[config.mk]
export PLATFORM = sky130hd
export DESIGN_NAME = pipe_stall_ctrl
export DESIGN_NICKNAME = d
export VERILOG_FILES = /design/src/rtl/pipe_stall_ctrl.sv
export SDC_FILE = /design/constraint.sdc
export NUM_CORES = 1
export LEC_CHECK = 0
export ABC_AREA = 0
export CORE_MARGIN = 8
export CORE_UTILIZATION = 41
export CTS_CLUSTER_DIAMETER = 100
export DETAILED_ROUTE_END_ITERATION = 10
export HOLD_SLACK_MARGIN = 0.08
export MAX_ROUTING_LAYER = met4
export PLACE_DENSITY = 0.81
export SETUP_SLACK_MARGIN = 0.3
export SYNTH_ARGS = -nofsm -noshare
export SYNTH_HDL_FRONTEND = slang
export SYNTH_SLANG_ARGS = --single-unit
[constraint.sdc]
create_clock -name clk_i -period 2.4 [get_ports clk_i]
set_clock_uncertainty 0.1 [all_clocks]
set_input_delay 0.48 -clock clk_i [delete_from_list [all_inputs] [get_ports clk_i]]
set_output_delay 0.48 -clock clk_i [all_outputs]
set_load 0.02 [all_outputs]
[src/rtl/pipe_stall_ctrl.sv]
// Hazard/stall sequencer for the 5-stage pipeline: load-use bubbles, branch flushes,
// dcache-miss refill handshake with watchdog. Optional stall counter under PIPE_STALL_CNT_EN.
module pipe_stall_ctrl #(
   parameter int unsigned TIMEOUT = 64
`ifdef PIPE_STALL_CNT_EN
   ,
   parameter int unsigned CNT_W   = 16
`endif
) (
   input  logic             clk_i,
   input  logic             rst_i,
   input  logic             ex_memread_i,
   input  logic [4:0]       ex_rd_i,
   input  logic [4:0]       id_rs_i,
   input  logic [4:0]       id_rt_i,
   input  logic             branch_taken_i,
   input  logic             mem_req_i,
   input  logic             dcache_hit_i,
   input  logic             mem_ack_i,
`ifdef PIPE_STALL_CNT_EN
   input  logic             stall_cnt_clr_i,
   output logic [CNT_W-1:0] stall_cnt_o,
`endif
   output logic             pc_we_o,
   output logic             ifid_we_o,
   output logic             ifid_flush_o,
   output logic             idex_bubble_o,
   output logic             exmem_we_o,
   output logic             memwb_stall_o,
   output logic             mem_refill_req_o,
   output logic             timeout_o
);

   localparam int unsigned TMR_W = $clog2(TIMEOUT) + 1;

   typedef enum logic [1:0] {
      S_RUN   = 2'd0,
      S_MISS  = 2'd1,
      S_DRAIN = 2'd2,
      S_ERR   = 2'd3
   } state_e;

   state_e             state_q, state_d;
   logic [TMR_W-1:0]   timer_q, timer_d;
   logic               miss_c;
   logic               load_use_c;

   assign miss_c     = (state_q == S_RUN) & mem_req_i & ~dcache_hit_i;
   assign load_use_c = ex_memread_i & (ex_rd_i != 5'd0) &
                       ((ex_rd_i == id_rs_i) | (ex_rd_i == id_rt_i));

   // State and watchdog timer registers
   always_ff @(posedge clk_i or negedge rst_i) begin
      if (!rst_i) begin
         state_q <= S_RUN;
         timer_q <= '0;
      end else begin
         state_q <= state_d;
         timer_q <= timer_d;
      end
   end

   // Next-state: refill handshake and watchdog
   always_comb begin
      state_d = state_q;
      timer_d = timer_q;
      case (state_q)
         S_RUN: begin
            if (miss_c) begin
               state_d = S_MISS;
               timer_d = '0;
            end
         end
         S_MISS: begin
            if (mem_ack_i) begin
               state_d = S_DRAIN;
            end else begin
               timer_d = timer_q + TMR_W'(1);
               if (timer_q == TMR_W'(TIMEOUT - 1)) begin
                  state_d = S_ERR;
               end
            end
         end
         S_DRAIN: state_d = S_RUN;
         S_ERR:   state_d = S_ERR;
         default: state_d = S_RUN;
      endcase
   end

   // Outputs: combinational so a stall applies in the cycle it is detected
   always_comb begin
      pc_we_o          = 1'b1;
      ifid_we_o        = 1'b1;
      ifid_flush_o     = 1'b0;
      idex_bubble_o    = 1'b0;
      exmem_we_o       = 1'b1;
      memwb_stall_o    = 1'b0;
      mem_refill_req_o = 1'b0;
      timeout_o        = 1'b0;
      if ((state_q != S_RUN) || miss_c) begin
         pc_we_o          = 1'b0;
         ifid_we_o        = 1'b0;
         exmem_we_o       = 1'b0;
         memwb_stall_o    = 1'b1;
         mem_refill_req_o = (state_q == S_MISS);
         timeout_o        = (state_q == S_ERR);
      end else if (load_use_c) begin
         pc_we_o       = 1'b0;
         ifid_we_o     = 1'b0;
         idex_bubble_o = 1'b1;
      end else if (branch_taken_i) begin
         ifid_flush_o = 1'b1;
      end
   end

`ifdef PIPE_STALL_CNT_EN
   logic [CNT_W-1:0] stall_cnt_q, stall_cnt_d;

   // Saturating count of PC-frozen cycles; clear beats increment
   always_comb begin
      stall_cnt_d = stall_cnt_q;
      if (stall_cnt_clr_i) begin
         stall_cnt_d = '0;
      end else if (!pc_we_o && (stall_cnt_q != {CNT_W{1'b1}})) begin
         stall_cnt_d = stall_cnt_q + CNT_W'(1);
      end
   end

   always_ff @(posedge clk_i or negedge rst_i) begin
      if (!rst_i) begin
         stall_cnt_q <= '0;
      end else begin
         stall_cnt_q <= stall_cnt_d;
      end
   end

   assign stall_cnt_o = stall_cnt_q;
`endif

endmodule

==> impl_results.md, run 1 <==
- Antenna Nets Post-Route: 0
- Initial Utilization: 0.417
- Final HPWL DP: 1360 µm
- Crit. End Element: primary output
- FF-to-FF setup slack: 900 ps
- Hold_buf cts: 0
- Minimum hold slack: 409 ps
- Initial antenna violation count: 0
- Core Region: 1450 µm²
- Routability cong.: roughly 0.89
- Synth area leader: dfrtp_1
- Final Hold Viols: 0
- Layout net count: 132
- Mapped cell area: 607 µm²
- Root Driver: clkbuf_4
- Post-Synthesis Cells: 64
- PwrDens: slightly below 800 nW/µm²
- Number of global-route vias before repair: about 700
- Clock H-tree levels: 1
- Post-synthesis sequential area ratio: 0.371
- CP arrival: 1640 ps
- First-iteration detailed-routing DRC count: 3
- Via density: 5.04
- Ports: 30
- Drt drc: 0
- Slew headroom: 0.739
- Worst reg2reg path depth: 5
- Max-slew violations: 0
- Skew-Pair Late Insertion Delay: 260 ps
- Slew at the pin with the worst max-slew slack: 391 ps
- Area Overhead vs Synth: 75.9%
- Power Total: 0.827 mW
- Largest net degree at the start of global routing: 10
- Crit path to: pc_we_o
- FILL cells: 111
- Num CTS Buffers: 3
- Utilization after layout: 0.734
- Drt first pass iters: 4
- Startpoint types: primary input
- Syn avg cell area: 9.48 µm²
- Leak: 0.512 nW
- Syn Nets: 87
- Synth warn: 0
- Worst-path clk slew: around 60 ps
- Detailed-route via count: 625
- Crit path max fanout: 3
- Die area: 2970 µm²
- WP data required: 1820 ps
- Port Buffers: 29
- Max capacitance violation total: 0
- Synth cell types: 24
- HP Class: primary input to async pin
- Status: completed
- PnR worst setup slack: approximately 180 ps
- Most area-consuming cells after synthesis: dfrtp_1 (37%), xnor2_1 (14%), xor2_1 (7.2%), nor2_1 (3.7%), and3_1 (3.1%)
- FMAX: roughly 0.45 GHz
- Non-filler cells, final: 124
- Critical Path Start: ex_rd_i[4]
- # setup viols final: 0
- Top cell type's share of synthesized area: 0.371
- Routed WL: 1920 µm
- Final worst path period share: 0.924
- First-pass GRT wire length: 2930 µm
- Wire length per cell: 15.5 µm
- RSZ-0062 raised after global routing: true
- Antenna cell count: 0
- WS Path Type: primary input to primary output
- Layout cells sized above 1: 0.361
- Post-Place Cells: 116
- Total GRT Usage: 0.139
- Die width: 54.5 µm
- VDD IR-drop max: 0.000581 V
- Global route total overflow: 0
- Dpl ws: -656 ps
- Clock sinks: 9
- Register bit total from synthesis: 9
- Die Ht: about 54 µm
- Minimum clock period: 2220 ps
- CTS tree: yes
- Clock buffer depth: 2
- Row count: 14
- Reg2reg start: state_q[1]$_DFFE_PN0P_
- R2R Path End: timer_q[5]$_DFFE_PN0P_
==> worst min-delay path by stage <==
stage,start,to,slack (ps)
detailed placement,timer_q[6]$_DFFE_PN0P_,timer_q[6]$_DFFE_PN0P_,420
global placement,timer_q[1]$_DFFE_PN0P_,timer_q[1]$_DFFE_PN0P_,410
CTS,rst_i,timer_q[2]$_DFFE_PN0P_,410
global route,rst_i,timer_q[4]$_DFFE_PN0P_,440
floorplan,rst_i,state_q[0]$_DFFE_PN0P_,80
finish,rst_i,timer_q[4]$_DFFE_PN0P_,410
==> critical path: stages <==
cell     delay, ps
buf_8           90
or4_4          530
o21a_4         230
a21oi_4        170
buf_6          140
==> flip-flops by register name, indices dropped and copies added (netlist names) <==
register  flops
state_q       2
timer_q       7
==> metrics by stage <==
stage                     TNS [ps]  cell area, µm²
after floorplan                  0             627
after global placement       -2820             990
after detailed placement     -2910             990
after CTS                        0            1050
after global routing             0            1070
final                            0            1070
==> synthesized netlist by cell type <==
cell type / number
buf_4: 1
nand4_1: 3
or3_1: 1
and2_1: 2
nand2_1: 5
nor3b_2: 1
ha_1: 1
mux2_2: 1
nand3_1: 3
o21a_1: 1
dfrtp_1: 9
and3_1: 3
xnor2_1: 10
nor2b_1: 3
o22ai_1: 1
a21oi_1: 2
nor3b_4: 1
or4_1: 1
inv_1: 1
a211oi_1: 1
a22o_1: 1
xor2_1: 5
o21ai_0: 1
nor2_1: 6
==> layer usage <==
| metal | part of all wire | global-route usage | vias up |
|---|---|---|---|
| met4 | 0.015 | 0.0615 | 0 |
| met1 | 0.37 | 0.130 | 282 |
| met2 | 0.46 | 0.239 | 30 |
| li1 | - | - | 310 |
| met5 | 0 | - | - |
| met3 | 0.15 | 0.0625 | 3 |
==> placed cells by master, fill, tap and decap left out, types with 2 or more instances in the layout <==
cell / n
dlygate4sd2_1: 14
buf_4: 13
xnor2_1: 9
dfrtp_1: 9
nor2_1: 6
xor2_1: 5
nand2_1: 4
clkdlybuf4s50_1: 4
buf_6: 4
nand3_1: 3
nand4_1: 3
clkbuf_4: 3
and2_1: 2
nor2b_1: 2
and3_1: 2
buf_2: 2
==> cell type report <==
class,count,area (µm²),share of cell area
Clock buffer,4,26.3,0.0246
Sequential cell,9,225,0.211
Timing Repair Buffer,41,359,0.336
Inverter,1,6.26,0.00586
Tap cell,16,20.0,0.0188
Multi-Input combinational cell,53,430,0.403
==> what timing repair did <==
item                       CTS  global route
setup endpoints to repair    7             6
pin swaps                   17             4
resized for setup           70             3
setup buffers                2             2
==> kinds of logic after synthesis <==
family	after synthesis	share of synthesized area
DFF	9	0.371
xor gates and xnor gates	15	0.216
AOI/OAI and AO/OA	7	0.0742
adders and majority gates	1	0.0206
buffers and inverters	2	0.0186
and+or+nand+nor	29	0.280
muxes	1	0.0186
==> power breakdown <==
part,switching (mW),total [mW],internal [mW]
logic,0.230,0.479,0.249
registers,0.0359,0.234,0.198
clock network,0.0502,0.114,0.0639
(Power assumes the default switching activity.)
==> run 2, diff against run 1 <==
--- a/config.mk
+++ b/config.mk
@@ -14,6 +14,8 @@
 export MAX_ROUTING_LAYER = met4
 export PLACE_DENSITY = 0.81
 export SETUP_SLACK_MARGIN = 0.3
+export SLEW_MARGIN = 20
 export SYNTH_ARGS = -nofsm -noshare
 export SYNTH_HDL_FRONTEND = slang
 export SYNTH_SLANG_ARGS = --single-unit
+export TNS_END_PERCENT = 1
==> impl_results.md, run 2 (same netlist as run 1, synthesis figures left out) <==
- Antenna cell count: 0 (unchanged)
- Drt drc: 0 (unchanged)
- Minimum clock period: 2190 ps (was 2220 ps)
- Final HPWL DP: 1460 µm (was 1360 µm)
- Num CTS Buffers: 3 (unchanged)
- Leak: 0.468 nW (was 0.512 nW)
- Drt first pass iters: 4 (unchanged)
- Ports: 30 (unchanged)
- WP data required: 1820 ps (about the same)
- Skew-Pair Late Insertion Delay: 260 ps (about the same)
- Layout cells sized above 1: 0.314 (was 0.361)
- Clock H-tree levels: 1 (unchanged)
- Detailed-route via count: 610 (was 625)
- Final Hold Viols: 0 (unchanged)
- First-pass GRT wire length: 2780 µm (was 2930 µm)
- Crit path max fanout: 3 (unchanged)
- RSZ-0062 raised after global routing: true (unchanged)
- WS Path Type: primary input to primary output (unchanged)
- Area Overhead vs Synth: 69.1% (was 75.9%)
- CTS tree: yes (unchanged)
- Max-slew violations: 0 (unchanged)
- FILL cells: 125 (was 111)
- Die width: 54.5 µm (unchanged)
- Max reg flops: 7 (unchanged)
- # setup viols final: 0 (unchanged)
- VDD IR-drop max: 0.000561 V (was 0.000581 V)
- Slew at the pin with the worst max-slew slack: 408 ps (was 391 ps)
- Wire length per cell: 14.6 µm (was 15.5 µm)
- Total GRT Usage: 0.129 (was 0.139)
- Most frequent cells in the layout: dlygate4sd2_1 (14), xnor2_1 (10), buf_4 (10) (was dlygate4sd2_1 (14), buf_4 (13), xnor2_1 (9), dfrtp_1 (9), nor2_1 (6))
- First-iteration detailed-routing DRC count: 11 (was 3)
- Initial Utilization: 0.417 (unchanged)
- Final worst path period share: 0.912 (was 0.924)
- Slew headroom: 0.727 (was 0.739)
- Routability cong.: 0.840 (was 0.890)
- Initial antenna violation count: 0 (unchanged)
- Startpoint types: primary input (unchanged)
- Die area: 2970 µm² (unchanged)
- Layout net count: 129 (was 132)
- PnR worst setup slack: 210 ps (was 183 ps)
- Dpl ws: -631 ps (was -656 ps)
- Global route total overflow: 0 (unchanged)
- Status: completed (unchanged)
- Routed WL: 1760 µm (was 1920 µm)
- CP arrival: 1610 ps (was 1640 ps)
- Commonest non-fill, non-tap cell in the layout: dlygate4sd2_1 (unchanged)
- Top flop regs: timer_q: 7 flops, state_q: 2 flops (unchanged)
- FMAX: 0.457 GHz (was 0.451 GHz)
- Root Driver: clkbuf_4 (unchanged)
- Crit. End Element: primary output (unchanged)
- Minimum hold slack: 418 ps (was 409 ps)
- Hold_buf cts: 0 (unchanged)
- HP Class: primary input to async pin (unchanged)
- Setup tns final: 0 ps (unchanged)
- Number of global-route vias before repair: 672 (was 694)
- Antenna Nets Post-Route: 0 (unchanged)
- PwrDens: 804 nW/µm² (was 775 nW/µm²)
- Die Ht: 54.5 µm (unchanged)
- Row count: 14 (unchanged)
- Worst-path clk slew: 60 ps (about the same)
- Reg with most FFs: timer_q (unchanged)
- Port Buffers: 29 (unchanged)
- Largest net degree at the start of global routing: 10 (unchanged)
- Clock buffer depth: 2 (unchanged)
- Clock sinks: 9 (unchanged)
- Core Region: 1450 µm² (unchanged)
- Via density: 5.04 (about the same)
- Max capacitance violation total: 0 (unchanged)
[run 2: changes by cell type in the layout (fill, tap and decap cells not counted)]
cell / delta
dlymetal6s2s_1: -1
clkdlybuf4s50_1: +2
buf_4: -3
clkbuf_2: -1
and3_4: -1
buf_8: -1
buf_6: +1
xnor2_1: +1
nor2b_2: +1
nor2b_4: -1
xnor2_2: -1
and3_1: +1
[run 2: layout make-up]
cell class              instances  area [µm²]  share of cell area
multi-input cells              53         413               0.402
repair buffers                 38         335               0.327
flip-flops and latches          9         225               0.220
clock buffers                   4        26.3              0.0256
well taps                      16        20.0              0.0195
inverters                       1        6.26             0.00610
[run 2: timing repair]
item,CTS,global route
setup buffers,1,0
pin swaps,20,5
gates resized for setup,65,1
endpoints found under the setup margin,7,8
[run 2: power by group]
part	internal (mW)	switching, mW	total [mW]	leakage, nW
Clock	0.0639	0.0497	0.114	0.0150
Combinational	0.247	0.229	0.476	0.335
Sequential	0.198	0.0370	0.235	0.117
[run 2: path summary, 6_finish.rpt]
path,start,end,slack (ps),cells past startpoint
worst min-delay path,rst_i,timer_q[6]$_DFFE_PN0P_,420,1
worst min register to register,timer_q[1]$_DFFE_PN0P_,timer_q[1]$_DFFE_PN0P_,440,1
min in group clk_i,timer_q[1]$_DFFE_PN0P_,timer_q[1]$_DFFE_PN0P_,440,1
worst max register to register,state_q[1]$_DFFE_PN0P_,timer_q[0]$_DFFE_PN0P_,860,4
max in group asynchronous,rst_i,timer_q[1]$_DFFE_PN0P_,1490,1
worst max-delay path,ex_rd_i[1],pc_we_o,210,5
[run 2: per-stage QoR]
| step | power, mW | area, µm² | utilization | cells |
|---|---|---|---|---|
| floorplan | 0.481 | 622 | - | 64 |
| global placement | 0.681 | 985 | 0.677 | 116 |
| detailed placement | 0.699 | 985 | 0.677 | 116 |
| CTS | 0.830 | 1020 | 0.701 | 121 |
| global route | 0.887 | 1030 | 0.706 | 121 |
| finish | 0.825 | 1030 | 0.706 | 121 |
[run 2: worst max-delay path: stages]
cell and delay, ps:
buf_6 90, or4_4 520, o21a_4 230, a21oi_4 150, buf_6 140
[run 2: metal layers]
layer / track usage / wire length (µm) / vias to the layer above
met4: 0.0574 / 20 / 0
met3: 0.0408 / 269 / 4
met5: - / 0 / -
met1: 0.140 / 734 / 271
li1: - / - / 304
met2: 0.210 / 738 / 31
